===== src/rtl/subtrator_pkg.sv =====
// Shared types and defaults for the bit-serial subtractor controller.
package subtrator_pkg;

  typedef enum logic [1:0] {
    OCIOSO  = 2'd0,
    CALCULA = 2'd1,
    FIM     = 2'd2
  } estado_t;

  localparam int LARGURA_PADRAO = 8;

endpackage


===== src/rtl/meio_subtrator.sv =====
// 1-bit half subtractor: d = a - b, bout set when a borrow is needed.
module meio_subtrator (
  input  logic a,
  input  logic b,
  output logic d,
  output logic bout
);

  assign d    = a ^ b;
  assign bout = ~a & b;

endmodule


===== src/rtl/subtrator_completo.sv =====
// 1-bit full subtractor from two half subtractors; the borrows are ORed.
module subtrator_completo (
  input  logic a,
  input  logic b,
  input  logic bin,
  output logic d,
  output logic bout
);

  logic w_d1;
  logic w_b1;
  logic w_b2;

  meio_subtrator u_meio_0 (.a(a),    .b(b),   .d(w_d1), .bout(w_b1));
  meio_subtrator u_meio_1 (.a(w_d1), .b(bin), .d(d),    .bout(w_b2));

  assign bout = w_b1 | w_b2;

endmodule


===== src/rtl/subtrator_serial_ctrl.sv =====
// Bit-serial N-bit subtractor: sequences one full-subtractor cell over the
// operands LSB first and reports the difference with a one-cycle pronto pulse.
module subtrator_serial_ctrl
  import subtrator_pkg::*;
#(
  parameter int LARGURA = LARGURA_PADRAO
) (
  input  logic               clk,
  input  logic               rst,
  input  logic               inicio,
  input  logic [LARGURA-1:0] a,
  input  logic [LARGURA-1:0] b,
  output logic [LARGURA-1:0] resultado,
  output logic               emprestimo,
  output logic               ocupado,
  output logic               pronto
);

  localparam int CONT_W = $clog2(LARGURA);
  localparam logic [CONT_W-1:0] ULTIMO = CONT_W'(LARGURA - 1);

  estado_t             r_estado;
  logic [LARGURA-1:0]  r_a_sh;
  logic [LARGURA-1:0]  r_b_sh;
  logic [CONT_W-1:0]   r_cont;
  logic                r_borrow;
  logic                w_d;
  logic                w_bout;

  subtrator_completo u_celula (
    .a   (r_a_sh[0]),
    .b   (r_b_sh[0]),
    .bin (r_borrow),
    .d   (w_d),
    .bout(w_bout)
  );

  // Control FSM, operand shifters, bit counter and registered outputs.
  always_ff @(posedge clk) begin
    if (rst) begin
      r_estado   <= OCIOSO;
      r_a_sh     <= '0;
      r_b_sh     <= '0;
      r_cont     <= '0;
      r_borrow   <= 1'b0;
      resultado  <= '0;
      emprestimo <= 1'b0;
      ocupado    <= 1'b0;
      pronto     <= 1'b0;
    end else begin
      case (r_estado)
        OCIOSO: begin
          pronto <= 1'b0;
          if (inicio) begin
            r_a_sh   <= a;
            r_b_sh   <= b;
            r_cont   <= '0;
            r_borrow <= 1'b0;
            ocupado  <= 1'b1;
            r_estado <= CALCULA;
          end else begin
            r_estado <= OCIOSO;
          end
        end
        CALCULA: begin
          resultado[r_cont] <= w_d;
          r_borrow          <= w_bout;
          r_a_sh            <= r_a_sh >> 1;
          r_b_sh            <= r_b_sh >> 1;
          // Leave on the last bit so the counter never wraps.
          if (r_cont == ULTIMO) begin
            emprestimo <= w_bout;
            pronto     <= 1'b1;
            ocupado    <= 1'b0;
            r_estado   <= FIM;
          end else begin
            r_cont   <= r_cont + {{(CONT_W-1){1'b0}}, 1'b1};
            r_estado <= CALCULA;
          end
        end
        FIM: begin
          pronto   <= 1'b0;
          r_estado <= OCIOSO;
        end
        default: begin
          pronto   <= 1'b0;
          ocupado  <= 1'b0;
          r_estado <= OCIOSO;
        end
      endcase
    end
  end

endmodule


===== config.mk =====
export PLATFORM = sky130hd
export DESIGN_NAME = subtrator_serial_ctrl
export DESIGN_NICKNAME = d
export VERILOG_FILES = /design/src/rtl/subtrator_pkg.sv /design/src/rtl/meio_subtrator.sv /design/src/rtl/subtrator_completo.sv /design/src/rtl/subtrator_serial_ctrl.sv
export SDC_FILE = /design/constraint.sdc
export NUM_CORES = 1
export LEC_CHECK = 0
export ABC_AREA = 1
export CAP_MARGIN = 30
export CELL_PAD_IN_SITES_DETAIL_PLACEMENT = 1
export CELL_PAD_IN_SITES_GLOBAL_PLACEMENT = 1
export CORE_MARGIN = 2
export CORE_UTILIZATION = 40
export CTS_BUF_LIST = sky130_fd_sc_hd__clkbuf_4
export DETAILED_ROUTE_END_ITERATION = 8
export HOLD_SLACK_MARGIN = 0.08
export PLACE_DENSITY_LB_ADDON = 0.3
export SYNTH_ARGS = -nofsm -noshare
export SYNTH_HDL_FRONTEND = slang
export SYNTH_SLANG_ARGS = --single-unit

===== constraint.sdc =====
create_clock -name clk -period 2.6 [get_ports clk]
set_clock_uncertainty 0.2 [all_clocks]
set_input_delay 0.52 -clock clk [delete_from_list [all_inputs] [get_ports clk]]
set_output_delay 0.52 -clock clk [all_outputs]
set_load 0.03 [all_outputs]

== Yosys cells after proc, flatten, opt, wreduce, memory -nomap -nowiden ==
Cells that the tools add are included.

* Add/subtract/negate cells: 1
* Magnitude comparators: 2
* Equal/unequal tests: 6
* Muxes and demuxes: 18
* Bitwise gates (word level): 9
* Reductions and logical operators: 8

{| class="wikitable"
|+ Operator list
! cell !! count
|-
| one-hot mux 8 bit (2 select lines) || 2
|-
| 2-to-1 mux 8 bit || 2
|-
| bitwise mux 8 bit || 1
|-
| 2-to-1 mux 3 bit || 2
|-
| inequality test 2 bit (second input constant) || 3
|-
| one-hot mux 3 bit (2 select lines) || 1
|-
| AND reduction 3 bit || 2
|-
| 2-to-1 mux 1 bit || 5
|-
| less-than comparator 3 x 4 -> 1 bit (second input constant) || 1
|-
| inverter 1 bit || 4
|-
| one-hot mux 2 bit (2 select lines) || 1
|-
| AND reduction 2 bit || 2
|-
| adder 3 x 1 -> 3 bit (second input constant) || 1
|-
| demux 1 bit (select 3 bit) || 1
|-
| == test 3 bit (second input constant) || 1
|-
| >= comparator 3 x 1 -> 1 bit (second input constant) || 1
|-
| one-hot mux 1 bit (3 select lines) || 1
|-
| bitwise AND 1 bit || 2
|-
| == test 2 x 1 -> 1 bit (second input constant) || 1
|-
| == test 2 bit (second input constant) || 1
|-
| zero test 2 bit || 1
|-
| 2-to-1 mux 2 bit || 1
|-
| one-hot mux 1 bit (2 select lines) || 1
|-
| nonzero test 2 bit || 1
|-
| other kinds (4) || 5
|}

* Bits in registers: 33
* Input port bits: 19
* Output and inout bits: 11
* Logic and storage cells: 53

== Logic depth before layout (Yosys ltp) ==
Gate-level depths: netlist (run 1).

* Depth after elaboration: 5
* Gate-level depth with buffers: 8
* Gate-level depth less buffers: 7

== Modules after synthesis ==
From an unflattened synthesis (run 1), not the netlist that was laid out.

* Cell total of the unflattened synthesis: 238
* Area total of the unflattened synthesis: 1625.3 um^2

{| class="wikitable"
|+ Modules (own cells, without submodules)
! module !! instances !! cells each !! area each (um^2) !! sequential area each (um^2)
|-
| subtrator_serial_ctrl || 1 || 229 || 1574.0 || 660.6
|-
| meio_subtrator || 2 || 3 || 20.0 || 0.0
|-
| subtrator_completo || 1 || 3 || 11.3 || 0.0
|}

== Least setup slack after synthesis (run 1) ==
No wires, ideal clock.

* Path type: register to register
* Start point: reg r_cont[0]
* End point: reg r_cont[0]
* Library setup time: 0.113 ns
* Arrival: 1.175 ns
* Required time: 2.287 ns
* Path slack: 1.113 ns
* Stages on the path, launching flop included: 7
* Buffers on the path: 0
* Period minus slack after synthesis: 1.487 ns
* Cells stage by stage: dfxtp_1 > ha_1 > ha_1 > a21oi_1 > nand2_1 > nor2_1 > nor2_1

* Word-level cells in the longest chain between the ends: 3
* Elaborated cells on any way between the ends: 6
* Those cells by class: 1 x add/sub; 2 x eq/ne; 2 x mux; 1 x reduce/logical

{| class="wikitable"
|+ RTL lines
! element !! RTL line !! source
|-
| start, declared || subtrator_serial_ctrl.sv:25 || <nowiki>logic [CONT_W-1:0] r_cont;</nowiki>
|-
| start signal, assigned || subtrator_serial_ctrl.sv:77 || <nowiki>r_cont <= r_cont + {{(CONT_W-1){1'b0}}, 1'b1};</nowiki>
|-
| adder 3 x 1 -> 3 bit or == test 3 bit (tied branches) || subtrator_serial_ctrl.sv:77, subtrator_serial_ctrl.sv:71 ||
|-
| 2-to-1 mux 3 bit or inequality test 2 bit (tied branches) || -- ||
|-
| one-hot mux 3 bit (2 select lines) or AND reduction 3 bit (tied branches) || -- ||
|}

Several ways; a longest one is shown, not always the timed one. The select of a mux whose other input is x is not followed.
A chain may end at the register's enable or synchronous reset.

== Final worst setup path (run 1) ==
* Start point: reg emprestimo
* End point: out emprestimo

{| class="wikitable"
|+ RTL lines
! element !! RTL line !! source
|-
| start, declared || subtrator_serial_ctrl.sv:14 || <nowiki>output logic emprestimo,</nowiki>
|-
| start signal, assigned || subtrator_serial_ctrl.sv:72 || <nowiki>emprestimo <= w_bout;</nowiki>
|}

No word-level cell between the ends.

==> results.ini, run 1 <==
[timing]
drv_slew = 0
setup_tns_ns = 0
post-route-period-util_pct = 80.98
holdWs_ns = 0.2734
timing.fmax_ghz = 0.4750
hold_viol = 0
tightest_slew_ns = 0.4632
timing.final.ws_setup_ns = 0.4945
period_minus_slack_ns = 2.105
setup_viol = 0
maxSlewHeadroom_pct = 69.09
rsz0062_at_grt = false

[cts]
root_buffer = clkbuf_4
post_cts_resized = 0
htree_num_levels = 2
clkTransAtPathRegs_ns = 0.09
cts_buffers = 5
post_cts_buffers = 0
clock_path_buffers = 2
cts_tree = built
cts.sinks = 33
hold_buffers = 0
clk_latency_ns = 0.34

[grt]
grt_pass1_wl_mm = 6.748
grt_pass1_vias = 1571
grt_max_degree = 30
overflow = 0
antenna_found_initial = 0
grtUsageTotal_pct = 20.28

[floorplan]
fp-row-count = 22
die_area_sq_um = 4446
core_area_sq_um = 3716
die_w_microns = 66.68
io_pins = 30
die_h_microns = 66.68
start_util_pct = 42.29

[pwr]
p_per_area_nw_per_um2 = 540.5
power_mw = 1.037
total_leakage_power_nw = 0.8610
ir_drop_v = 0.0002067

[cells_and_area]
mostFrequentLayoutCell = nand2_1
final_cells = 311
finish.utilization_pct = 51.65
area_delta_synth_final_pct = 22.13
antennaDiodeCount = 0
final_cell_mix = nand2_1 (74), nor2_1 (55), dfxtp_1 (33), clkdlybuf4s50_1 (29), inv_1 (14)
post_route_cells_drive_above_1_share_pct = 6.464
nets = 285
fill_cells = 509
final_cell_area_sq_um = 1919

[yosys]
synthCells = 233
netlist_area_sq_um = 1572
avgSynthCellArea_sq_um = 6.745
syn-num-nets = 255
seq_area_frac_synth_pct = 42.04
ys_types = 21
ys_warn_count = 0
ys_seq_elements = 33

[worst_setup_path]
path_cells = clkdlybuf4s50_1
end_kind = primary output
slowest_delay_ns = 0.68
crit_required_ns = 1.88
crit_buf_inv = 1
cp_slowest_cell = clkdlybuf4s50_1
critPathTopFamily = buffers and inverters
startpoint = emprestimo
worstSetupPathType = register to primary output
r2r_start = r_estado[0]
start_kind = register
arrival_ns = 1.39
cp_max_fo = 2

[route]
vias_per_cell = 4.894
detail-route-antenna-nets = 0
vias = 1522
wire_per_inst_microns = 12.49
drc = 0
drt_first_pass_iters = 4
first_iter_violations = 58
totalWireLength_mm = 3.884

[placed_design]
port_buffers = 29
dp_worst_setup_slack_ns = 0.6221
hpwl_mm = 2.874
dpl.cell_count = 304
place_area_sq_um = 1871
gp_congestion = 0.7531

[outcome]
status = complete, no violations

[min_path]
min_path_type = register to register
min_from = ocupado

[run]
maxCapViolCount = 0

-- Yosys cell counts, drive strengths merged --
cell   count  share of area (%)
nand2     76                 19
nor2      57                 14
dfxtp     33                 42
o21ai     18                6.4
inv       15                3.6
nand3     13                4.1
buf        9                4.7
a21oi      8                2.5
ha         2                1.6
fa         1                1.3
nor3       1               0.32
-- kinds of logic after synthesis --
group / synth area share, %
adder cells (fa/ha/maj): 2.866
AO/OA/AOI/OAI: 8.997
AND/OR/NAND/NOR: 37.82
buffers and inverters: 8.279
flip-flops: 42.04
-- layer usage --
| layer | wire, microns | share of wire (%) | global-route usage, % | vias to the layer above |
|---|---|---|---|---|
| met5 | 0 | 0 | 0 | - |
| met3 | 98 | 2.5 | 4.223 | 9 |
| met1 | 1831 | 47 | 23.73 | 703 |
| met4 | 91 | 2.3 | 11.73 | 0 |
| met2 | 1862 | 48 | 34.00 | 24 |
| li1 | - | - | - | 786 |
-- report_power, final --
group / leakage [nW] / internal [mW] / switching (mW)
clock: 0.0292 / 0.109 / 0.176
sequential: 0.271 / 0.536 / 0.0228
combinational: 0.561 / 0.0807 / 0.114
-- final cells by class --
type / instances / area [sq um] / share of cell area [%]
Inverter: 15 / 56.30 / 2.934
Multi-Input combinational cell: 176 / 780.7 / 40.68
Timing Repair Buffer: 32 / 312.8 / 16.30
Tap cell: 48 / 60.06 / 3.129
Clock buffer: 6 / 45.04 / 2.347
Clock inverter: 1 / 3.754 / 0.1956
Sequential cell: 33 / 660.6 / 34.42
-- registers in the layout, indices dropped and copies added (netlist names) --
signal / cells
resultado: 8
r_cont: 3
ocupado: 1
r_b_sh: 8
r_a_sh: 8
emprestimo: 1
r_borrow: 1
r_estado: 2
pronto: 1
-- worst paths after layout --
check	endpoint	slack [ns]	depth (start not counted)
worst min-delay path	ocupado	0.27	2
worst max-delay path	emprestimo	0.49	1
worst max register to register	r_a_sh[5]	0.80	7
worst min register to register	ocupado	0.27	2
Note: power is estimated with default switching activity, not from simulation.
==> run 2: changes to the inputs <==
- CORE_UTILIZATION: 40 -> 34
- clock period: 2.6 -> 1.7 ns (I/O delays scaled with it)
==> results.ini, run 2 (same netlist as run 1, synthesis figures left out) <==
[outcome]
status = complete, no violations

[worst_setup_path]
worstSetupPathType = register to primary output
start_kind = register
r2r_cells = 6
cp.depth = 1
critPathTopFamily = buffers and inverters
end_kind = primary output
slowest_delay_ns = 0.40
cp_slowest_cell = dlygate4sd2_1
crit_required_ns = 1.16
arrival_ns = 1.07
crit_buf_inv = 1
cp_max_fo = 2
path_cells = dlygate4sd2_1

[timing]
timing.final.ws_setup_ns = 0.08993
tightest_slew_ns = 0.3915
maxSlewHeadroom_pct = 73.87
setup_tns_ns = 0
setup_viol = 0
hold_viol = 0
period_minus_slack_ns = 1.610
holdWs_ns = 0.2593
timing.fmax_ghz = 0.6211
drv_slew = 0
rsz0062_at_grt = false
post-route-period-util_pct = 94.71

[floorplan]
fp-row-count = 24
die_w_microns = 71.99
start_util_pct = 35.60
die_area_sq_um = 5182
core_area_sq_um = 4414
io_pins = 30
die_h_microns = 71.99

[route]
totalWireLength_mm = 3.556
detail-route-antenna-nets = 0
vias = 1510
first_iter_violations = 33
wire_per_inst_microns = 11.08
vias_per_cell = 4.704
drc = 0
drt_first_pass_iters = 4

[cells_and_area]
area_delta_synth_final_pct = 25.96
mostFrequentLayoutCell = nand2_1
final_cell_mix = nand2_1 (74), nor2_1 (55), dfxtp_1 (33), clkdlybuf4s50_1 (18)
nets = 290
post_route_cells_drive_above_1_share_pct = 9.294
final_cells = 321
antennaDiodeCount = 0
final_cell_area_sq_um = 1979
top_regs = r_a_sh x8, r_b_sh x8, resultado x8
finish.utilization_pct = 44.84

[cts]
clk_latency_ns = 0.33
cts_tree = built
cts.sinks = 33
cts_buffers = 5
clock_path_buffers = 2
htree_num_levels = 2
clkTransAtPathRegs_ns = 0.10
root_buffer = clkbuf_4
post_cts_buffers = 0

[pwr]
p_per_area_nw_per_um2 = 804.9
ir_drop_v = 0.0003441
total_leakage_power_nw = 0.9507
power_mw = 1.593

[run]
maxCapViolCount = 0

[placed_design]
hpwl_mm = 2.674
place_area_sq_um = 1938
port_buffers = 29
dpl.cell_count = 313
gp_congestion = 0.7482
dp_worst_setup_slack_ns = -0.005348

[grt]
grtUsageTotal_pct = 15.58
grt_pass1_vias = 1511
grt_max_degree = 27
grt_pass1_wl_mm = 6.389
overflow = 0
antenna_found_initial = 0

[min_path]
hold_depth = 2
min_path_type = register to register

-- run 2: changes by cell type in the layout (fill, tap and decap cells not counted) --
| cell | delta |
|---|---|
| clkinv_1 | -1 |
| buf_12 | +2 |
| inv_1 | -1 |
| clkdlybuf4s50_1 | -11 |
| dlygate4sd2_1 | +11 |
| inv_2 | +1 |
| buf_4 | +3 |
| clkinv_2 | +2 |
-- run 2: worst paths after layout --
kind                  end  slack, ns    startpoint
max          resultado[6]       0.09  resultado[6]
min               ocupado       0.26       ocupado
max reg2reg     r_cont[0]       0.14     r_cont[1]
min reg2reg       ocupado       0.26       ocupado
-- run 2: cell type report --
cell class | instances | area (sq um)
multi-input combinational | 176 | 780.7
timing repair buffer | 37 | 361.6
clock buffer | 6 | 45.04
sequential | 33 | 660.6
tap | 52 | 65.06
inverter | 15 | 56.30
clock inverter | 2 | 10.01
fill | 585 | 2435
-- run 2: report_power, final --
group / switching (mW) / internal [mW] / leakage, nW / total, mW
logic: 0.171 / 0.133 / 0.644 / 0.305
registers: 0.0316 / 0.819 / 0.271 / 0.851
clock network: 0.264 / 0.173 / 0.0354 / 0.438
total: 0.467 / 1.13 / 0.951 / 1.59
-- run 2: timing repair --
action / CTS / global route
hold buffers: 0 / 0
setup endpoints to repair: 11 / 3
gates resized for setup: 11 / 1
-- run 2: per-layer routing --
metal / track usage, % / vias to the layer above / wire length, microns
met5: 0 / - / 0
met1: 18.62 / 689 / 1663
met2: 27.78 / 24 / 1734
met3: 3.750 / 5 / 122
met4: 4.403 / 0 / 36
li1: - / 792 / -
==> run 3: changes to the inputs <==
- CTS_CLUSTER_SIZE: not set -> 24
- MAX_ROUTING_LAYER: not set -> met4
- clock period: 1.7 -> 1.46 ns (I/O delays scaled with it)
==> results.ini, run 3 (same netlist as run 1, synthesis figures left out) <==
[grt]
grt_pass1_vias = 1559
overflow = 0
grtUsageTotal_pct = 17.13
antenna_found_initial = 0
grt_pass1_wl_mm = 6.713
grt_max_degree = 30

[run]
maxCapViolCount = 0

[worst_setup_path]
cp-endpoint = resultado[2]
crit_required_ns = 1.50
reg2reg_to = resultado[2]
end_kind = register
r2r_start = r_b_sh[0]
arrival_ns = 1.55
worstSetupPathType = register to register
cp_max_fo = 8
r2r_cells = 6
start_kind = register
startpoint = r_b_sh[0]
rrSetupSlack_ns = -0.05

[cts]
clkTransAtPathRegs_ns = 0.10
clk_latency_ns = 0.33
clock_path_buffers = 2
htree_num_levels = 2
cts_buffers = 5
cts_tree = built
root_buffer = clkbuf_4
hold_buffers = 0
cts.sinks = 33

[floorplan]
fp-row-count = 24
core_area_sq_um = 4414
start_util_pct = 35.60
die_h_microns = 71.99
die_w_microns = 71.99
io_pins = 30
die_area_sq_um = 5182

[timing]
drv_slew = 0
setup_tns_ns = -0.1935
post-route-period-util_pct = 103.5
timing.fmax_ghz = 0.6620
hold_viol = 0
timing.final.ws_setup_ns = -0.05063
maxSlewHeadroom_pct = 84.57
tightest_slew_ns = 0.2309
setup_viol = 8
rsz0062_at_grt = true
period_minus_slack_ns = 1.511

[cells_and_area]
top_regs = r_a_sh x8, r_b_sh x8, resultado x8
area_delta_synth_final_pct = 33.28
final_cell_mix = nand2_1 (68), nor2_1 (51), dfxtp_1 (27), buf_4 (21), clkdlybuf4s50_1 (18)
finish.utilization_pct = 47.45
fill_cells = 561
mostFrequentLayoutCell = nand2_1
antennaDiodeCount = 0
post_route_cells_drive_above_1_share_pct = 23.53
nets = 294

[route]
drt_first_pass_iters = 3
wire_per_inst_microns = 12.02
detail-route-antenna-nets = 0
vias = 1552
vias_per_cell = 4.790
drc = 0
first_iter_violations = 68
totalWireLength_mm = 3.894

[placed_design]
hpwl_mm = 2.747
port_buffers = 29
gp_congestion = 0.8172

[pwr]
p_per_area_nw_per_um2 = 906.1
total_leakage_power_nw = 0.9446
ir_drop_v = 0.0003501

[outcome]
status = finished with violations
violations = negative setup slack

[min_path]
min_path_type = register to register
min_from = ocupado

==> run 3: changes by cell type in the layout (fill, tap and decap cells not counted), sizes merged <==
cell,previous run,this run
buf,8,23
clkinv,2,1
dlygate4sd2,11,0
==> run 3: area by class of cell <==
type                    instances  area [sq um]  share of cell area (%)
flip-flops and latches         33         673.1                   32.14
well taps                      52         65.06                   3.106
clock buffers                   6         45.04                   2.151
clock inverters                 1         3.754                  0.1792
inverters                      15         58.81                   2.808
repair buffers                 41         377.9                   18.04
multi-input cells             176         870.8                   41.58
==> run 3: worst max-delay path, cell delays in order, from the launching register on <==
cell and delay, ns:
dfxtp_2 0.34, inv_2 0.04, fa_1 0.51, inv_4 0.13, nand3_2 0.09, nand2_2 0.07, nor2_2 0.03
==> run 3: how the worst min path moves through the flow <==
| stage | cells after the start | endpoint | slack [ns] |
|---|---|---|---|
| floorplan | 1 | ocupado | 0.16 |
| global placement | 2 | ocupado | 0.25 |
| detailed placement | 2 | ocupado | 0.25 |
| CTS | 2 | ocupado | 0.27 |
| global route | 2 | r_b_sh[7] | 0.29 |
| finish | 2 | ocupado | 0.26 |
==> run 3: timing repair <==
action / 4_1_cts / 5_1_grt
gates resized for setup: 8 / 25
setup buffers: 0 / 0
setup endpoints to repair: 16 / 30
pin swaps: 5 / 5
==> run 3: metrics by stage <==
step | setup WS (ns) | power (mW) | cell area [sq um] | hold WS [ns] | cells
floorplan | 0.003898 | 1.244 | 1575 | 0.1611 | 233
global placement | -0.1381 | 1.374 | 1944 | 0.2467 | 317
detailed placement | -0.1966 | 1.385 | 1944 | 0.2504 | 317
CTS | -0.04228 | 1.904 | 2013 | 0.2665 | 324
global route | -0.1044 | 2.017 | 2095 | 0.2888 | 324
finish | -0.05063 | 1.898 | 2095 | 0.2602 | 324
==> run 3: power by group <==
group | total (mW) | switching, mW | internal [mW] | leakage [nW]
registers | 0.989 | 0.0357 | 0.953 | 0.274
clock network | 0.504 | 0.310 | 0.193 | 0.0292
logic | 0.405 | 0.228 | 0.177 | 0.641
total | 1.90 | 0.574 | 1.32 | 0.945
==> run 3: routing by layer <==
| layer | vias up | GRT usage [%] | wire (microns) |
|---|---|---|---|
| li1 | 798 | - | - |
| met1 | 728 | 19.15 | 1731 |
| met2 | 22 | 29.22 | 1996 |
| met3 | 4 | 4.583 | 129 |
| met4 | 0 | 6.499 | 37 |
| met5 | - | - | 0 |
